$ cat src/rtl/phy_striped_serializer.sv
// ---------------------------------------------------------------------------
// phy_striped_serializer
//
// Stripes parallel words across 1, 2 or 4 serial lanes at bit rate. After
// reset every lane sends SYNC_BYTES COM bytes (8'hBC, MSB first). It then
// idles on COM and accepts a word only at a byte boundary. A word is
// registered, split so that lane k carries bytes k, k+LANES, ..., and sent
// MSB first. Back-to-back words are sent with no gap between them.
//
// Optional feature (macro PHY_SCRAMBLE_EN): each lane has its own scrambler,
// x^16+x^5+x^4+x^3+1 seeded 16'hFFFF. The scrambler is applied to data bits
// only. COM bytes pass through untouched.
//
// Ports
//   clk_32f     in   bit-rate clock, all logic on its rising edge
//   reset       in   synchronous, active-high reset
//   data_in     in   [DATA_W] parallel word, byte j = data_in[8j+7:8j]
//   valid_in    in   data_in holds a word to send
//   ready_out   out  word accepted on a cycle with valid_in && ready_out
//   serial_out  out  [LANES] one registered serial bit per lane
//   active_out  out  registered, high while serial_out carries data bits
// ---------------------------------------------------------------------------
module phy_striped_serializer #(
  parameter int DATA_W     = 32,
  parameter int LANES      = 1,
  parameter int SYNC_BYTES = 2
) (
  input  logic              clk_32f,
  input  logic              reset,
  input  logic [DATA_W-1:0] data_in,
  input  logic              valid_in,
  output logic              ready_out,
  output logic [LANES-1:0]  serial_out,
  output logic              active_out
);

  localparam int BYTES  = DATA_W / (8 * LANES);
  localparam int BYTE_W = (BYTES > 1) ? $clog2(BYTES) : 1;
  localparam int SYNC_W = (SYNC_BYTES > 1) ? $clog2(SYNC_BYTES) : 1;
  localparam int IDX_W  = $clog2(DATA_W);
  localparam logic [7:0] COM = 8'hBC;

  typedef enum logic [1:0] {SYNC, IDLE, DATA} state_t;

  state_t              state, nxt_state;
  logic [2:0]          bit_cnt, nxt_bit;
  logic [BYTE_W-1:0]   byte_cnt, nxt_byte;
  logic [SYNC_W-1:0]   sync_cnt, nxt_sync;
  // The registers hold the bit that is currently on serial_out. 'started' is
  // low for the first cycle after reset: serial_out is still 0 then, so the
  // first edge must emit COM bit 7 without advancing the counters.
  logic                started;
  logic [DATA_W-1:0]   data_reg;
  logic [DATA_W-1:0]   word;
  logic                last_byte, accept;
  logic [LANES-1:0]    raw_bit, data_bit, serial_d;

  assign last_byte = (byte_cnt == BYTE_W'(BYTES - 1));
  // ready_out is decoded from registered state only, so it has no
  // combinational path from valid_in.
  assign ready_out = (bit_cnt == 3'd7) &&
                     ((state == IDLE) || ((state == DATA) && last_byte));
  assign accept    = valid_in && ready_out;

  // NOTE: every signal in an always_comb gets a default first, so no path
  // through the block leaves it unassigned and no latch is inferred.
  always_comb begin
    nxt_state = state;
    nxt_bit   = bit_cnt;
    nxt_byte  = byte_cnt;
    nxt_sync  = sync_cnt;
    if (started) begin
      if (bit_cnt == 3'd7) begin
        nxt_bit = 3'd0;
        unique case (state)
          SYNC: begin
            if (sync_cnt == SYNC_W'(SYNC_BYTES - 1)) begin
              nxt_state = IDLE;
              nxt_sync  = '0;
            end else begin
              nxt_sync = sync_cnt + SYNC_W'(1);
            end
          end
          IDLE: begin
            if (accept) begin
              nxt_state = DATA;
              nxt_byte  = '0;
            end
          end
          DATA: begin
            if (!last_byte) begin
              nxt_byte = byte_cnt + BYTE_W'(1);
            end else begin
              nxt_byte = '0;
              if (!accept) nxt_state = IDLE;
            end
          end
          default: nxt_state = SYNC;
        endcase
      end else begin
        nxt_bit = bit_cnt + 3'd1;
      end
    end
  end

  // On the accepting edge the first bit comes straight from data_in. The
  // rest of the word comes from the captured copy.
  assign word = accept ? data_in : data_reg;

  always_comb begin
    for (int k = 0; k < LANES; k++) begin
      raw_bit[k] = word[IDX_W'(8 * (int'(nxt_byte) * LANES + k) + 7 - int'(nxt_bit))];
    end
  end

`ifdef PHY_SCRAMBLE_EN
  logic [15:0] lfsr_q [LANES];
  logic [15:0] lfsr_d [LANES];

  // The LFSR advances only when a data bit is emitted, so COM bytes and
  // idle time leave every lane's scrambler state untouched.
  always_comb begin
    data_bit = raw_bit;
    for (int k = 0; k < LANES; k++) begin
      lfsr_d[k] = lfsr_q[k];
      if (nxt_state == DATA) begin
        data_bit[k] = raw_bit[k] ^ lfsr_q[k][15];
        lfsr_d[k]   = {lfsr_q[k][14:0],
                       lfsr_q[k][15] ^ lfsr_q[k][4] ^ lfsr_q[k][3] ^ lfsr_q[k][2]};
      end
    end
  end

  always_ff @(posedge clk_32f) begin
    for (int k = 0; k < LANES; k++) begin
      if (reset) lfsr_q[k] <= 16'hFFFF;
      else       lfsr_q[k] <= lfsr_d[k];
    end
  end
`else
  assign data_bit = raw_bit;
`endif

  assign serial_d = (nxt_state == DATA) ? data_bit : {LANES{COM[3'd7 - nxt_bit]}};

  // NOTE: sequential state uses non-blocking assignments only, so every
  // register samples the values from before the edge, whatever the order of
  // the statements.
  always_ff @(posedge clk_32f) begin
    if (reset) begin
      state      <= SYNC;
      bit_cnt    <= 3'd0;
      byte_cnt   <= '0;
      sync_cnt   <= '0;
      started    <= 1'b0;
      serial_out <= '0;
      active_out <= 1'b0;
    end else begin
      state      <= nxt_state;
      bit_cnt    <= nxt_bit;
      byte_cnt   <= nxt_byte;
      sync_cnt   <= nxt_sync;
      started    <= 1'b1;
      serial_out <= serial_d;
      active_out <= (nxt_state == DATA);
    end
  end

  // NOTE: the word store is deliberately not reset. It is only read after an
  // acceptance has written it, so a reset would add fan-out and change nothing.
  always_ff @(posedge clk_32f) begin
    if (accept) data_reg <= data_in;
  end

endmodule

$ cat config.mk
export PLATFORM = sky130hd
export DESIGN_NAME = phy_striped_serializer
export DESIGN_NICKNAME = d
export VERILOG_FILES = /design/src/rtl/phy_striped_serializer.sv
export SDC_FILE = /design/constraint.sdc
export NUM_CORES = 1
export LEC_CHECK = 0
export BUFFER_PORTS_ARGS = -buffer_cell sky130_fd_sc_hd__buf_4
export CAP_MARGIN = 30
export CORE_MARGIN = 2
export CORE_UTILIZATION = 57
export CTS_CLUSTER_SIZE = 12
export DETAILED_ROUTE_END_ITERATION = 10
export PLACE_DENSITY = 0.88
export SYNTH_ARGS = -nofsm -noshare
export SYNTH_HDL_FRONTEND = slang
export SYNTH_SLANG_ARGS = --single-unit
$ cat constraint.sdc
create_clock -name clk_32f -period 7.2 [get_ports clk_32f]
set_input_delay 1.44 -clock clk_32f [delete_from_list [all_inputs] [get_ports clk_32f]]
set_output_delay 1.44 -clock clk_32f [all_outputs]
set_load 0.02 [all_outputs]
==> flow_metrics.py <==
metrics = {
    "pwr": {
        "p_leak_nw": 1.30,
        "peakVddDrop_mv": 0.151,
        "p_per_area_mw_per_mm2": 179,
    },
    "cts": {
        "post-cts-setup-buffers": 0,
        "clk_latency_ns": 0.30,
        "cts-buffers-inserted": 5,
        "cts_tree": "built",
        "cts.sinks": 43,
        "cts_resized": 0,
        "root_buffer": "clkbuf_8",
        "htree_num_levels": 2,
        "hold_buffers": 0,
        "cts.clk_slew.worst_paths_ns": 0.08,
        "clk_path_buf_depth": 2,
    },
    "global_routing": {
        "grt_max_degree": 40,
        "grt_usage": 0.243,
        "grt_overflow": 0,
        "grt_pass1_vias": 1779,
        "antenna_found_initial": 0,
        "grt_pass1_wl_um": 8020,
    },
    "timing": {
        "tightest_slew_ns": 0.870,
        "fmax_mhz": 281,
        "rsz0062_at_grt": "false",
        "tns_ns": 0,
        "final-setup-viol-count": 0,
        "slew_headroom": 0.403,
        "period_minus_slack_ns": 3.56,
        "final-max-slew-violation-count": 0,
        "clock_skew_ns": 0.00521,
        "period_share": 0.494,
        "hold_viol": 0,
    },
    "synthesis": {
        "synth_top_area_frac": 0.383,
        "ys_warn_count": 0,
        "ys_types": 51,
        "synth_flop_cell": "dfxtp_1",
        "synthArstFlopShare": 0,
        "syn-num-nets": 298,
        "yosysSeqAreaShare": 0.383,
        "yosys-top-cells-area": "dfxtp_1, nand2_1, mux2_2",
        "yosys_register_bits": 43,
        "syn_avg_cell_area_um2": 8.78,
        "synth_edf_count": 0,
        "yosysTopAreaCell": "dfxtp_1",
        "syn_inst": 256,
        "synthesis.area_mm2": 0.00225,
    },
    "final_layout": {
        "largest_reg_flops": 32,
        "final.fill_count": 319,
        "final_common_cell": "nand2_1",
        "final_cell_mix": "nand2_1, dfxtp_1, buf_4",
        "fin_cells": 337,
        "drive_above_1_share": 0.235,
        "diodes": 0,
        "final_net_count": 330,
        "area_growth_pct": 16.2,
        "fin_area_mm2": 0.00261,
    },
    "floorplan": {
        "start_util": 0.605,
        "core_area_mm2": 0.00372,
        "dieArea_mm2": 0.00446,
        "io_pins": 38,
        "die_h_um": 66.8,
        "row_count": 22,
        "dieWidth_um": 66.8,
    },
    "worst_setup_path": {
        "cp_max_fo": 39,
        "rr_startpoint": "bit_cnt[0]",
        "critical-path-slowest-cell": "nand2_2",
        "critical-path-max-stage-delay_ns": 0.52,
        "critPathArrivalTime_ns": 3.74,
        "path_buf_inv": 1,
        "end_kind": "flop",
        "reg2reg_to": "serial_out",
        "cp_top_family": "simple AND/OR/NAND/NOR gates",
        "r2r_cells": 9,
        "required_ns": 7.38,
        "path_class": "primary input to flop",
        "crit_chain": "buf_4 > and2_1 > nand2_2 > mux2_4 > mux2_2 > a221o_1 > o31ai_1 > a21oi_1",
        "start_kind": "primary input",
        "reg2reg_setup_slack_ns": 3.88,
    },
    "min_path": {
        "hold_depth": 2,
        "hold_class": "flop to flop",
        "min_to": "data_reg[6]",
        "min_from": "data_reg[6]",
    },
    "placement": {
        "port_buffers": 37,
        "dpl.hpwl_um": 3690,
        "place_congestion": 0.910,
        "placed_area_mm2": 0.00251,
        "dp.cells": 329,
    },
    "route": {
        "via_per_inst": 5.80,
        "drt_iter0_drc": 164,
        "antenna_left": 0,
        "remaining_drc_errors": 0,
        "detail_route.wl_per_cell_um": 14.6,
        "num_vias": 1954,
        "dr.pass1.iters": 4,
        "routed_wl_um": 4920,
    },
    "run": {
        "maxCapViolCount": 0,
    },
    "outcome": {
        "run_status": "finished, final reports clean",
    },
}
==> per-stage QoR <==
step	hold slack (ns)	worst slack, ns	power, mW	utilization
finish	0.446	3.64	0.467	0.703
floorplan	0.414	4.19	0.282	-
global route	0.467	3.43	0.487	0.703
CTS	0.447	3.65	0.470	0.703
global placement	0.423	3.42	0.305	0.676
detailed placement	0.435	3.35	0.306	0.676
==> cell families (layout without fill, tap and decap cells) <==
group	Yosys count	count (layout)	share of synthesized area
mux	22	22	0.115
simple gates	106	106	0.227
buf+inv	21	54	0.0479
xor+xnor	1	1	0.00390
flops	43	43	0.383
fa+ha+maj	7	7	0.0390
compound gates	56	56	0.184
==> cell usage after synthesis, types with 3 or more instances <==
cell type,number
a211oi_1,5
a21o_1,9
a21oi_1,6
a221o_1,3
a31oi_1,3
and3_1,9
buf_2,5
dfxtp_1,43
ha_1,7
inv_1,9
mux2_2,14
mux2i_1,6
nand2_1,48
nand3_1,15
nor2_1,16
o211ai_1,3
o21ai_0,8
==> worst max path at each step <==
stage | startpoint | end | cells past startpoint
after floorplan | valid_in | serial_out | 8
final | valid_in | serial_out | 8
after CTS | valid_in | serial_out | 8
after detailed placement | valid_in | serial_out | 8
after global placement | valid_in | serial_out | 8
after global routing | valid_in | serial_out | 8
==> final cells by class <==
| class | instances | area [um2] | area share |
|---|---|---|---|
| flip-flops and latches | 43 | 861 | 0.330 |
| clock buffers | 8 | 100 | 0.0383 |
| inverters | 9 | 33.8 | 0.0129 |
| multi-input cells | 192 | 1280 | 0.490 |
| repair buffers | 37 | 278 | 0.106 |
| well taps | 48 | 60.1 | 0.0230 |
==> routing by layer <==
metal | routed length (um) | global-route usage
met3 | 286 | 0.0405
met5 | 0 | 0
met2 | 2230 | 0.406
met1 | 2330 | 0.307
met4 | 76 | 0.105
==> worst min-delay path, stage by stage (launching register included) <==
cell,delay (ns)
dfxtp_1,0.31
nand2_1,0.05
nand2_1,0.04
==> power breakdown <==
part           total (mW)  leakage [nW]  internal [mW]  switching [mW]
logic              0.0569         0.900         0.0294          0.0275
clock network       0.166        0.0515         0.0875          0.0783
registers           0.244         0.348          0.241         0.00307
(Power assumes the default switching activity.)
